<file path="config.mk">
export PLATFORM = sky130hd
export DESIGN_NAME = pulse_blinker
export DESIGN_NICKNAME = d
export VERILOG_FILES = /design/src/rtl/blackjack_pkg.sv /design/src/rtl/sat_updown_counter.sv /design/src/rtl/pulse_blinker.sv
export SDC_FILE = /design/constraint.sdc
export NUM_CORES = 1
export LEC_CHECK = 0
export ABC_AREA = 1
export CAP_MARGIN = 30
export CORE_AREA = 2 2 39 41
export CTS_CLUSTER_DIAMETER = 60
export DETAILED_ROUTE_END_ITERATION = 6
export DIE_AREA = 0 0 41 43
export GPL_TIMING_DRIVEN = 0
export HOLD_SLACK_MARGIN = 0.08
export PLACE_DENSITY = 0.71
export REMOVE_ABC_BUFFERS = 1
export SETUP_SLACK_MARGIN = 0.2
export SKIP_LAST_GASP = 1
export SYNTH_ARGS = -nofsm -noshare
export SYNTH_HDL_FRONTEND = slang
export SYNTH_SLANG_ARGS = --single-unit
</file>
<file path="constraint.sdc">
create_clock -name clk -period 1.4 [get_ports clk]
set_input_delay 0.28 -clock clk [delete_from_list [all_inputs] [get_ports clk]]
set_output_delay 0.28 -clock clk [all_outputs]
set_load 0.005 [all_outputs]
</file>
<file path="src/rtl/blackjack_pkg.sv">
// Shared definitions for the game-board peripherals: blinker state encoding and helpers.
// No logic of its own; elaboration-time only.
// No flow control.
package blackjack_pkg;

    typedef enum logic [1:0] {
        ST_IDLE = 2'd0,
        ST_ON   = 2'd1,
        ST_GAP  = 2'd2
    } blink_state_e;

    function automatic int max_int(input int a, input int b);
        return (a > b) ? a : b;
    endfunction

endpackage

</file>
<file path="src/rtl/sat_updown_counter.sv">
// Saturating up/down counter with synchronous clear; holds blinks queued behind the active one.
// Count visible one cycle after inc/dec/clr.
// inc at MAX and dec at zero are ignored; inc with dec together leaves the count unchanged.
module sat_updown_counter #(
    parameter int MAX = 2
) (
    input  logic                       clk,
    input  logic                       rst_n,
    input  logic                       inc_i,
    input  logic                       dec_i,
    input  logic                       clr_i,
    output logic [$clog2(MAX+1)-1:0]   count_o,
    output logic                       sat_o
);

    localparam int W = $clog2(MAX + 1);
    localparam logic [W-1:0] MAX_CNT = W'(MAX);

    logic [W-1:0] count_q;
    logic [W-1:0] count_d;

    always_comb begin
        count_d = count_q;
        if (clr_i) begin
            count_d = '0;
        end else if (inc_i && !dec_i && (count_q != MAX_CNT)) begin
            count_d = count_q + W'(1);
        end else if (dec_i && !inc_i && (count_q != '0)) begin
            count_d = count_q - W'(1);
        end
    end

    always_ff @(posedge clk or negedge rst_n) begin
        if (!rst_n) begin
            count_q <= '0;
        end else begin
            count_q <= count_d;
        end
    end

    assign count_o = count_q;
    assign sat_o   = (count_q == MAX_CNT);

endmodule

</file>
<file path="src/rtl/pulse_blinker.sv">
// Stretches trigger strobes into ON_CYCLES-high blinks separated by OFF_CYCLES gaps, queuing extras.
// Latency 1: blink rises the cycle after a trigger seen in IDLE.
// Triggers beyond MAX_PENDING queued are dropped with a one-cycle overflow pulse; clr flushes all.
module pulse_blinker
    import blackjack_pkg::*;
#(
    parameter int ON_CYCLES   = 3,
    parameter int OFF_CYCLES  = 2,
    parameter int MAX_PENDING = 2
) (
    input  logic                               clk,
    input  logic                               rst_n,
    input  logic                               trig,
    input  logic                               clr,
    output logic                               blink,
    output logic                               busy,
    output logic [$clog2(MAX_PENDING+1)-1:0]   pending,
    output logic                               overflow
);

    localparam int PW = $clog2(MAX_PENDING + 1);
    localparam int CW = $clog2(max_int(ON_CYCLES, OFF_CYCLES) + 1);
    localparam logic [CW-1:0] ON_LOAD  = CW'(ON_CYCLES - 1);
    localparam logic [CW-1:0] OFF_LOAD = CW'(OFF_CYCLES - 1);

    blink_state_e  state_q;
    logic [CW-1:0] cnt_q;
    logic          blink_q;
    logic          busy_q;
    logic          ovf_q;

    logic          active;
    logic          last_gap;
    logic          q_empty;
    logic          q_full;
    logic          q_inc;
    logic          q_dec;
    logic          ovf_d;
    logic [PW-1:0] q_cnt;

    assign active   = (state_q != ST_IDLE);
    assign last_gap = (state_q == ST_GAP) && (cnt_q == '0);
    assign q_empty  = (q_cnt == '0);

    // On the last gap cycle an empty queue lets the trigger start the next blink directly.
    assign q_inc = trig && active && !(last_gap && q_empty);
    assign q_dec = last_gap && !q_empty;
    assign ovf_d = trig && active && !last_gap && q_full;

    sat_updown_counter #(
        .MAX (MAX_PENDING)
    ) u_pending (
        .clk     (clk),
        .rst_n   (rst_n),
        .inc_i   (q_inc),
        .dec_i   (q_dec),
        .clr_i   (clr),
        .count_o (q_cnt),
        .sat_o   (q_full)
    );

    always_ff @(posedge clk or negedge rst_n) begin
        if (!rst_n) begin
            state_q <= ST_IDLE;
            cnt_q   <= '0;
            blink_q <= 1'b0;
            busy_q  <= 1'b0;
            ovf_q   <= 1'b0;
        end else if (clr) begin
            state_q <= ST_IDLE;
            cnt_q   <= '0;
            blink_q <= 1'b0;
            busy_q  <= 1'b0;
            ovf_q   <= 1'b0;
        end else begin
            ovf_q <= ovf_d;
            case (state_q)
                ST_IDLE: begin
                    if (trig) begin
                        state_q <= ST_ON;
                        cnt_q   <= ON_LOAD;
                        blink_q <= 1'b1;
                        busy_q  <= 1'b1;
                    end
                end
                ST_ON: begin
                    if (cnt_q == '0) begin
                        state_q <= ST_GAP;
                        cnt_q   <= OFF_LOAD;
                        blink_q <= 1'b0;
                    end else begin
                        cnt_q <= cnt_q - CW'(1);
                    end
                end
                ST_GAP: begin
                    if (cnt_q != '0) begin
                        cnt_q <= cnt_q - CW'(1);
                    end else if (!q_empty || trig) begin
                        state_q <= ST_ON;
                        cnt_q   <= ON_LOAD;
                        blink_q <= 1'b1;
                    end else begin
                        state_q <= ST_IDLE;
                        cnt_q   <= '0;
                        busy_q  <= 1'b0;
                    end
                end
                default: begin
                    state_q <= ST_IDLE;
                    cnt_q   <= '0;
                    blink_q <= 1'b0;
                    busy_q  <= 1'b0;
                end
            endcase
        end
    end

    assign blink    = blink_q;
    assign busy     = busy_q;
    assign pending  = q_cnt;
    assign overflow = ovf_q;

endmodule

</file>
==> Word level (Yosys, flattened, before mapping) <==
Index checks and enable logic that the tools add are counted.
{ "op_classes": {"mux": 26, "reduce_logical": 27, "n_eq_ne": 10, "add_sub_neg": 3} }
{ "op_table": {"columns": ["cell", "n"], "rows": [
  ["2-bit 2-to-1 mux", 12],
  ["3-bit inequality test (second input constant)", 4],
  ["2-bit case mux with 3 select lines", 2],
  ["1-bit logical AND", 11],
  ["1-bit 2-to-1 mux", 10],
  ["4-bit AND reduction", 2],
  ["2-bit zero test", 3],
  ["1-bit case mux with 3 select lines", 2],
  ["2-bit nonzero test", 3],
  ["1-bit zero test", 5],
  ["2-bit equality test (second input constant)", 2],
  ["2-bit inequality test (second input constant)", 2],
  ["2-bit by 1-bit subtractor with 2-bit output (second input constant)", 2],
  ["3-bit by 2-bit inequality test with 1-bit output (second input constant)", 1],
  ["3-bit AND reduction", 1],
  ["3-bit nonzero test", 1],
  ["2-bit by 1-bit adder with 2-bit output (second input constant)", 1],
  ["2-bit by 1-bit equality test with 1-bit output (second input constant)", 1],
  ["1-bit logical OR", 1]
]} }
{ "word_totals": {"elab_cells": 72, "out_inout_bits": 5, "reg_bits": 9, "in_bits": 4} }

==> Depth between registers and ports, before layout <==
Gate-level depths: netlist (run 1).
{ "depth": {"ltp_word": 11, "depth_mapped": 8, "ltp_nobuf": 8} }

==> Cells and area by module <==
From an unflattened synthesis (run 1), not the netlist that was laid out.
{ "hier_totals": {"cells_unflattened": 92, "area_unflattened_um2": 590.6} }
{ "modules_own_cells": {"columns": ["mod", "area_each_um2", "n_inst", "cells_per_inst"], "rows": [
  ["pulse_blinker", 424.2, 1, 63],
  ["sat_updown_counter", 166.4, 1, 29]
]} }

==> Least setup slack after synthesis (run 1) <==
No wires, ideal clock.
{ "synth_timing": {"path_type": "register -> register", "startpoint": "reg state_q[0]", "endpoint": "reg state_q[0]", "path_slack_ps": 243, "stages_incl_launch_ff": 7, "t_arrival_ps": 1035, "setup_ps": 123, "required_ps": 1277, "path_cell_list": "dfrtp_1 -> nor2_2 -> nand3_2 -> nand2_1 -> nor2_2 -> nand3_2 -> o21ai_2"} }
{ "synth_between": {"elab_chain_cells": 3, "elab_cells_between_ends": 9, "classes_between": "eq/ne (5); mux (2); reduce/logical (2)"} }
{ "synth_lines": {"columns": ["item", "line", "text"], "rows": [
  ["start, declared", "pulse_blinker.sv:26", "blink_state_e state_q;"],
  ["start signal, assigned", "pulse_blinker.sv:64", "state_q <= ST_IDLE;"],
  ["start signal, assigned", "pulse_blinker.sv:70", "state_q <= ST_IDLE;"],
  ["start signal, assigned", "pulse_blinker.sv:80", "state_q <= ST_ON;"],
  ["2-bit by 1-bit equality test with 1-bit output (tied with other cells)", "pulse_blinker.sv:77", "case (state_q)"],
  ["3-bit inequality test (no source line) / 2-bit case mux with 3 select lines (equally long branches)", null, null],
  ["3-bit AND reduction (no source line) / 2-bit 2-to-1 mux (equally long branches)", null, null]
]} }
Several ways; a longest one is shown, not always the timed one.
A chain may end at the register's enable or synchronous reset.

==> Worst setup path in the final report (run 1) <==
{ "layout_timing": {"startpoint": "reg state_q[0]", "endpoint": "reg blink_q (netlist: blink)"} }
{ "layout_between": {"elab_chain_cells": 3, "elab_cells_between_ends": 10, "classes_between": "eq/ne (6); mux (2); reduce/logical (2)"} }
{ "layout_lines": {"columns": ["item", "line", "text"], "rows": [
  ["2-bit equality test (tied with other cells)", "pulse_blinker.sv:77", null],
  ["3-bit by 2-bit inequality test with 1-bit output (no source line) (tied with other cells)", null, null],
  ["4-bit AND reduction (no source line) / 1-bit 2-to-1 mux (equally long branches)", null, null],
  ["end signal, assigned", "pulse_blinker.sv:72", "blink_q <= 1'b0;"],
  ["end signal, assigned", "pulse_blinker.sv:82", "blink_q <= 1'b1;"],
  ["end signal, assigned", "pulse_blinker.sv:90", "blink_q <= 1'b0;"],
  ["end, declared", "pulse_blinker.sv:28", "logic blink_q;"]
]} }
Several ways; a longest one is shown, not always the timed one.

==> implementation parameters, run 1 <==
Parameter                              Value

Floorplan
  Boundary pin count    9
  Area inside the core boundary    1380 um^2
  Site row count    14
  Die width    41 um
  Starting utilization of the core area    40.0%
  Die outline area    1760 um^2
  Die height    43 um

Timing
  Hold_ws    299 ps
  Endpoints failing setup    0
  Setup repair after global routing missed its margin    yes
  Fin crit period    1220 ps
  Achievable frequency    817 MHz
  Worst-margin pin slew    417 ps
  Relative slew slack    72.1%
  Slew Viols, Final    0
  Final period utilization    87.4%
  Clk_skew    3.81 ps
  Hold Vio Cnt, Final    0

Finish
  Number of filler instances in the final layout    125
  Final Cell Area    816 um^2
  Number of standard cells in the layout, taps in and fillers out    111
  Diode count    0
  Leading cell types in the layout, fill and taps excluded    nand2_1 (19), buf_4 (9), nand3_2 (6)
  Area taken by multi-input logic gates    359 um^2
  Layout cells sized above 1    42.1%
  Area Growth Syn to Fin    47.5%
  End-of-flow core utilization    59.0%
  Most common library cell in the layout ignoring fill and taps    nand2_1
  Number of nets in the layout    100
  Sequential cell area    230 um^2

Synthesis
  Compound-gate portion of the synthesized area    9.28%
  Sequential cell area fraction in the yosys report    40.7%
  Synthesized-area fraction occupied by and/or/nand/nor cells    45.2%
  Count of state elements after synthesis    9
  Synth Area in XOR/XNOR    0%
  Number of library cell types mapped by synthesis    16
  Combined area of all synthesized cells    553 um^2
  Synth Instances    74
  Count of synthesis-stage warnings from yosys    0
  Adder-cell area share of the yosys netlist    0%
  Average footprint of a synthesized cell    7.47 um^2
  Multiplexer share of the synthesized area    0%
  Dominant combinational cell family by area after synthesis    simple AND/OR/NAND/NOR gates

Worst setup path
  Max FO, Critical Path    7
  Capturing element type of the critical path    flip-flop
  Data required time of the critical path    1570 ps
  WS Path Type    reg -> reg
  Data arrival time of the critical path    1390 ps
  Startpoint Class    flip-flop

GRT
  Total routing usage reported by global routing    18.6%
  Largest net degree at the start of global routing    10
  Vias in the first global route    501
  Antenna violations before repair    0
  Total congestion overflow    0
  Wire length of the first global-routing pass    2170 um

Run status
  Result of the run    complete, no violations

Power and ir drop
  Overall Power    1.60 mW
  Switching power as a share of total power    45.0%
  Sequential group share of total power    31.9%
  Power density over cell area    1960 nW/um^2
  Internal power component    879 uW
  Proportion of power drawn by the clock network    13.7%
  Largest vdd supply drop    968 uV
  Portion of total power attributed to combinational logic    54.4%
  Static leakage    0.395 nW
  Net Sw Power    720 uW

Placed design
  IO buf count    8
  Weighted congestion reported at the end of routability-driven placement    0.787
  Number of placed instances with taps included    98
  Placed standard-cell area    653 um^2
  Estimated wirelength of the detail-placed design    845 um

CTS
  Root buffer cell    clkbuf_4
  Clock network latency to the later pin of the worst-skew pair    280 ps
  H-tree levels    1
  Number of buffers added by the clock tree synthesis step    3
  Hold-fix buffer count after cts    0
  Clock slew at reported path FFs    70 ps
  TritonCTS clock tree    built
  Clock Sinks    9
  Number of buffers on the longest clock path    2

Routing
  Overall via count from detail_route    584
  Detailed Routing Iterations Pass 1    4
  Residual antenna-violating net count after detailed routing    0
  1st-iter DRT viols    10
  DR WL/cell    12.9 um
  Post-detailed-route DRC marker count    0
  Via-per-instance ratio    5.26
  Wire length reported by the detailed router    1440 um

Min path
  Hold Path Class    in -> async

Flow run
  Maximum Capacitance Violations    0
-- power by group through the flow --
stage | Clock (mW) | Sequential [mW] | Combinational (mW)
finish | 0.219 | 0.510 | 0.869
floorplan | 0 | 0.468 | 0.434
detailed placement | 0 | 0.484 | 0.620
global route | 0.236 | 0.531 | 0.966
global placement | 0 | 0.479 | 0.613
CTS | 0.214 | 0.481 | 0.693
-- synth_stat cells --
library cell	instances	share of area (%)
a21oi_1	4	3.6
nor2_1	4	2.7
nand2_1	21	14
o21ai_2	1	1.6
nand3_2	4	7.2
inv_2	4	2.7
o31ai_1	1	1.4
nand4_1	4	4.5
dfrtp_1	9	41
nand3b_1	1	1.4
nor3_1	1	0.90
nand3_1	7	6.3
nand2_2	1	1.1
inv_1	3	2.0
nor2_2	6	6.8
o21ai_1	3	2.7
-- final timing paths --
path | startpoint | endpoint | slack (ps) | cells past startpoint
worst max-delay path | state_q[0] | blink | 180 | 6
worst min-delay path | rst_n | busy | 300 | 1
worst max register to register | state_q[0] | blink | 180 | 6
worst min register to register | blink | blink | 480 | 2
max in group asynchronous | rst_n | cnt_q[0] | 780 | 1
min in group clk | blink | blink | 480 | 2
-- cell families after synthesis --
kind of cell           after synthesis
DFF                                  9
and+or+nand+nor                     49
buffers and inverters                7
AOI/OAI and AO/OA                    9
-- worst max-delay path: stages, from the launching register on --
cell	delay, ps
dfrtp_2	500
nor2_4	190
nand3_2	130
nand2_4	110
nor2_2	50
nand3_2	80
nand2_1	60
-- state kept, by name, summed over array words and instances, names as in the netlist --
signal and cells:
blink 1, cnt_q 2, busy 1, overflow 1
state_q 2, u_pending.count_o 2
-- repair_timing --
item / in CTS / in global routing
buffers inserted: 4 / 5
endpoints found under the setup margin: 11 / 10
pin swaps: 2 / 6
cloned: 0 / 0
resized for setup: 14 / 17
-- per-stage QoR --
step           TNS, ps  setup WS (ps)
2_1_floorplan        0            243
3_3_place_gp     -1050           -306
3_5_place_dp     -1130           -317
4_1_cts              0           1.39
5_1_grt              0            106
6_report             0            176
-- cell type report --
cell class | count | area share, %
Tap cell | 16 | 2.45
Clock buffer | 4 | 3.22
Timing Repair Buffer | 17 | 18.3
Inverter | 7 | 3.83
Sequential cell | 9 | 28.2
Multi-Input combinational cell | 58 | 44.0
-- per-layer routing --
metal / vias up / routed length (um) / track usage (%)
met2: 15 / 679 / 25.0
met4: 0 / 46 / 10.0
met3: 4 / 67 / 6.28
met5: - / 0 / 0
li1: 296 / - / -
met1: 269 / 641 / 25.2
No activity file was read; power rests on OpenSTA's default activity.
==> run 2: changes to the inputs <==
CORE_AREA = 10 10 47 49   (was 2 2 39 41)
DIE_AREA = 0 0 57 59   (was 0 0 41 43)
==> implementation parameters, run 2 (synthesis gave the netlist of run 1 again) <==
Parameter                              Value

Run status
  Result of the run    complete, no violations

Worst setup path
  Data required time of the critical path    1560 ps
  Startpoint Class    flip-flop
  WS Path Type    reg -> reg
  Max FO, Critical Path    5
  Data arrival time of the critical path    1340 ps
  Capturing element type of the critical path    flip-flop

Routing
  Length of routed wiring on met1    669 um
  1st-iter DRT viols    26
  Wire length reported by the detailed router    1540 um
  DR top layer    met4
  Met3 wirelength from detailed routing    58 um
  Post-detailed-route DRC marker count    0
  Detailed Routing Iterations Pass 1    4
  Overall via count from detail_route    595
  DR WL/cell    13.6 um
  Residual antenna-violating net count after detailed routing    0
  Sum of met2 wire segment lengths after detailed routing    791 um
  Via-per-instance ratio    5.27

Flow run
  Maximum Capacitance Violations    0

Power and ir drop
  Static leakage    0.403 nW
  Power density over cell area    1950 nW/um^2
  Largest vdd supply drop    970 uV
  Overall Power    1.63 mW

CTS
  Number of buffers on the longest clock path    2
  Clock Sinks    9
  H-tree levels    1
  Number of buffers added by the clock tree synthesis step    3
  Root buffer cell    clkbuf_4
  TritonCTS clock tree    built
  Clock slew at reported path FFs    70 ps
  Hold-fix buffer count after cts    0
  Clock network latency to the later pin of the worst-skew pair    270 ps

Timing
  Fin crit period    1180 ps
  Endpoints failing setup    0
  Clk_skew    3.82 ps
  Final period utilization    84.5%
  Worst-margin pin slew    417 ps
  Slack of the critical path    218 ps
  Achievable frequency    846 MHz
  Setup repair after global routing missed its margin    yes
  Slew Viols, Final    0
  Hold Vio Cnt, Final    0
  Relative slew slack    72.1%

Placed design
  Number of placed instances with taps included    98
  Worst setup slack after placement    -305 ps
  Weighted congestion reported at the end of routability-driven placement    0.831
  Placed standard-cell area    653 um^2
  IO buf count    8
  Estimated wirelength of the detail-placed design    952 um

Finish
  Number of standard cells in the layout, taps in and fillers out    113
  Number of nets in the layout    102
  Area Growth Syn to Fin    51.1%
  Layout cells sized above 1    44.3%
  Diode count    0
  Area taken by multi-input logic gates    367 um^2
  Final Cell Area    836 um^2
  Sequential cell area    229 um^2
  Most common library cell in the layout ignoring fill and taps    nand2_1
  Number of filler instances in the final layout    125
  Leading cell types in the layout, fill and taps excluded    nand2_1 (19), buf_4 (10), nor2_4 (6), nand3_2 (6), dfrtp_1 (6)

GRT
  Vias in the first global route    515
  Total routing usage reported by global routing    8.06%
  Wire length of the first global-routing pass    2200 um
  Largest net degree at the start of global routing    10
  Antenna violations before repair    0
  Total congestion overflow    0

Floorplan
  Area inside the core boundary    1400 um^2
  Die outline area    3360 um^2
  Die width    57 um
  Die height    59 um
  Boundary pin count    9
  Starting utilization of the core area    39.5%
  Site row count    14

Min path
  Hold Path Class    in -> async
## run 2: worst paths after layout
check | startpoint | to | slack [ps] | depth (start not counted)
max | state_q[0] | state_q[0] | 220 | 5
min | rst_n | busy | 300 | 1
max reg2reg | state_q[0] | state_q[0] | 220 | 5
min reg2reg | busy | busy | 490 | 2
max in group asynchronous | rst_n | state_q[0] | 780 | 1
min in group clk | trig | busy | 340 | 3
## run 2: per-layer routing
metal | GRT usage [%] | vias up
met4 | 4.03 | 0
met5 | 0 | -
met1 | 8.50 | 284
met2 | 13.8 | 10
met3 | 3.00 | 3
li1 | - | 298
## run 2: power breakdown
part           switching (mW)  internal (mW)  total, mW
sequential              0.137          0.364      0.501
clock                   0.110          0.111      0.221
combinational           0.499          0.411      0.910
## run 2: layout make-up
type,count,share of cell area [%]
sequential,9,27.4
inverter,7,3.74
tap,16,2.40
timing repair buffer,19,19.5
clock buffer,4,3.14
multi-input combinational,58,43.9
## run 2: through the flow
stage | utilization (%) | setup TNS, ps | hold WS (ps)
detailed placement | 46.6 | -1100 | 469
CTS | 51.6 | 0 | 325
global placement | 46.6 | -1010 | 455
global route | 59.6 | 0 | 328
finish | 59.6 | 0 | 302
floorplan | - | 0 | -15.6
## run 2: timing repair
item,in CTS,in global routing
endpoints found under the setup margin,11,8
pin swaps,1,8
setup buffers,4,7
resized for setup,15,21
## run 2: critical path: stages (launching register included)
cell	delay, ps
dfrtp_2	490
nor2_4	170
buf_4	140
nand3b_1	110
nand3_2	120
o21ai_2	50
==> run 3: changes to the inputs <==
clock period = 1.2 ns   (was 1.4 ns; I/O delays follow)
==> implementation parameters, run 3 (synthesis gave the netlist of run 1 again) <==
Parameter                              Value

Finish
  Leading cell types in the layout, fill and taps excluded    nand2_1 (19), buf_4 (12), nor2_4 (6), dfrtp_1 (6), inv_2 (5)
  Most common library cell in the layout ignoring fill and taps    nand2_1
  Number of nets in the layout    106
  Diode count    0
  Final Cell Area    877 um^2
  Layout cells sized above 1    53.5%
  Number of standard cells in the layout, taps in and fillers out    117
  Area Growth Syn to Fin    58.6%

Routing
  1st-iter DRT viols    25
  Wire length reported by the detailed router    1730 um
  Via-per-instance ratio    5.44
  Residual antenna-violating net count after detailed routing    0
  Detailed Routing Iterations Pass 1    6
  Post-detailed-route DRC marker count    0
  Overall via count from detail_route    636
  DR WL/cell    14.7 um

Floorplan
  Die height    59 um
  Boundary pin count    9
  Area inside the core boundary    1400 um^2
  Die width    57 um
  Site row count    14
  Starting utilization of the core area    39.5%
  Die outline area    3360 um^2

Worst setup path
  R2R depth    6
  Capturing element type of the critical path    flip-flop
  Reg2Reg Launch Point    state_q[1]
  Buf/Inv on CP    0
  Worst-path cell with the longest stage delay    dfrtp_2
  Capturing point of the worst reg2reg path    state_q[0]
  Dominant delay contributor by cell family on the critical path    simple AND/OR/NAND/NOR gates
  WS Path Type    reg -> reg
  Worst reg2reg setup slack    -4 ps
  List of cells traversed by the critical path    nor2_4, nand3_4, nand2_4, nor2_4, nand3_2, o21ai_2
  Data required time of the critical path    1360 ps
  Data arrival time of the critical path    1370 ps
  Cell with the most instances on the worst path    nor2_4
  Startpoint Class    flip-flop
  Max FO, Critical Path    6
  Delay of the slowest cell on the worst path    470 ps

CTS
  Root buffer cell    clkbuf_4
  H-tree levels    1
  Number of buffers on the longest clock path    2
  Clock Sinks    9
  TritonCTS clock tree    built
  Clock network latency to the later pin of the worst-skew pair    270 ps
  Clock slew at reported path FFs    70 ps
  Number of buffers added by the clock tree synthesis step    3

Placed design
  Weighted congestion reported at the end of routability-driven placement    0.831
  IO buf count    8
  Estimated wirelength of the detail-placed design    952 um
  Placed standard-cell area    653 um^2
  Number of placed instances with taps included    98

Timing
  Setup repair after global routing missed its margin    yes
  Total Negative Setup Slacks    -4.49 ps
  Clk_skew    1.66 ps
  Fin crit period    1200 ps
  Slew Viols, Final    0
  Worst-margin pin slew    427 ps
  Hold Vio Cnt, Final    0
  Final period utilization    100%
  Relative slew slack    71.5%
  Achievable frequency    830 MHz
  Slack of the critical path    -4.49 ps
  Endpoints failing setup    1

Power and ir drop
  Overall Power    2.07 mW
  Largest vdd supply drop    1050 uV
  Power density over cell area    2360 nW/um^2
  Static leakage    0.419 nW

GRT
  Largest net degree at the start of global routing    10
  Wire length of the first global-routing pass    2860 um
  Antenna violations before repair    0
  Vias in the first global route    628
  Total congestion overflow    0
  Total routing usage reported by global routing    10.4%

Run status
  Failing checks    setup timing
  Result of the run    finished with violations

Flow run
  Maximum Capacitance Violations    0

Min path
  Hold Path Class    in -> async
==> run 3: layout make-up <==
class	count	area, um^2
inverter	7	31.3
multi-input combinational	58	393
sequential	9	229
clock buffer	4	26.3
timing repair buffer	23	178
tap	16	20.0
fill	122	524
==> run 3: repair_timing <==
item / CTS / global route
setup endpoints to repair: 14 / 14
pin swaps: 9 / 2
hold buffers: 0 / 0
resized for setup: 43 / 7
setup buffers: 14 / 1
==> run 3: worst max-delay path by stage <==
| stage | from | endpoint | slack, ps | depth (start not counted) |
|---|---|---|---|---|
| 5_1_grt | state_q[1] | u_pending.count_o[1] | -50 | 7 |
| 4_1_cts | state_q[0] | state_q[0] | 60 | 6 |
| 3_5_place_dp | clr | blink | -460 | 8 |
| 3_3_place_gp | clr | blink | -470 | 8 |
| 2_1_floorplan | state_q[0] | state_q[0] | 40 | 6 |
| 6_report | state_q[1] | state_q[0] | -4 | 6 |
==> run 3: stage by stage <==
stage	utilization [%]	hold WS [ps]	setup WS (ps)
2_1_floorplan	-	-55.6	42.7
3_3_place_gp	46.6	455	-466
3_5_place_dp	46.6	469	-465
4_1_cts	61.0	285	63.0
5_1_grt	62.6	288	-50.9
6_report	62.6	269	-4.49
==> run 3: power breakdown <==
part           internal, mW  leakage [nW]  switching [mW]
registers             0.424         0.113           0.166
clock network         0.129        0.0150           0.124
logic                 0.558         0.291           0.666
total                  1.11         0.419           0.956
==> run 3: per-layer routing <==
layer,vias up,GRT usage (%),part of all wire [%]
met5,-,0,0
met4,0,4.03,1.7
met3,5,3.00,4.3
met2,18,18.6,51
met1,310,11.3,43
li1,303,-,-
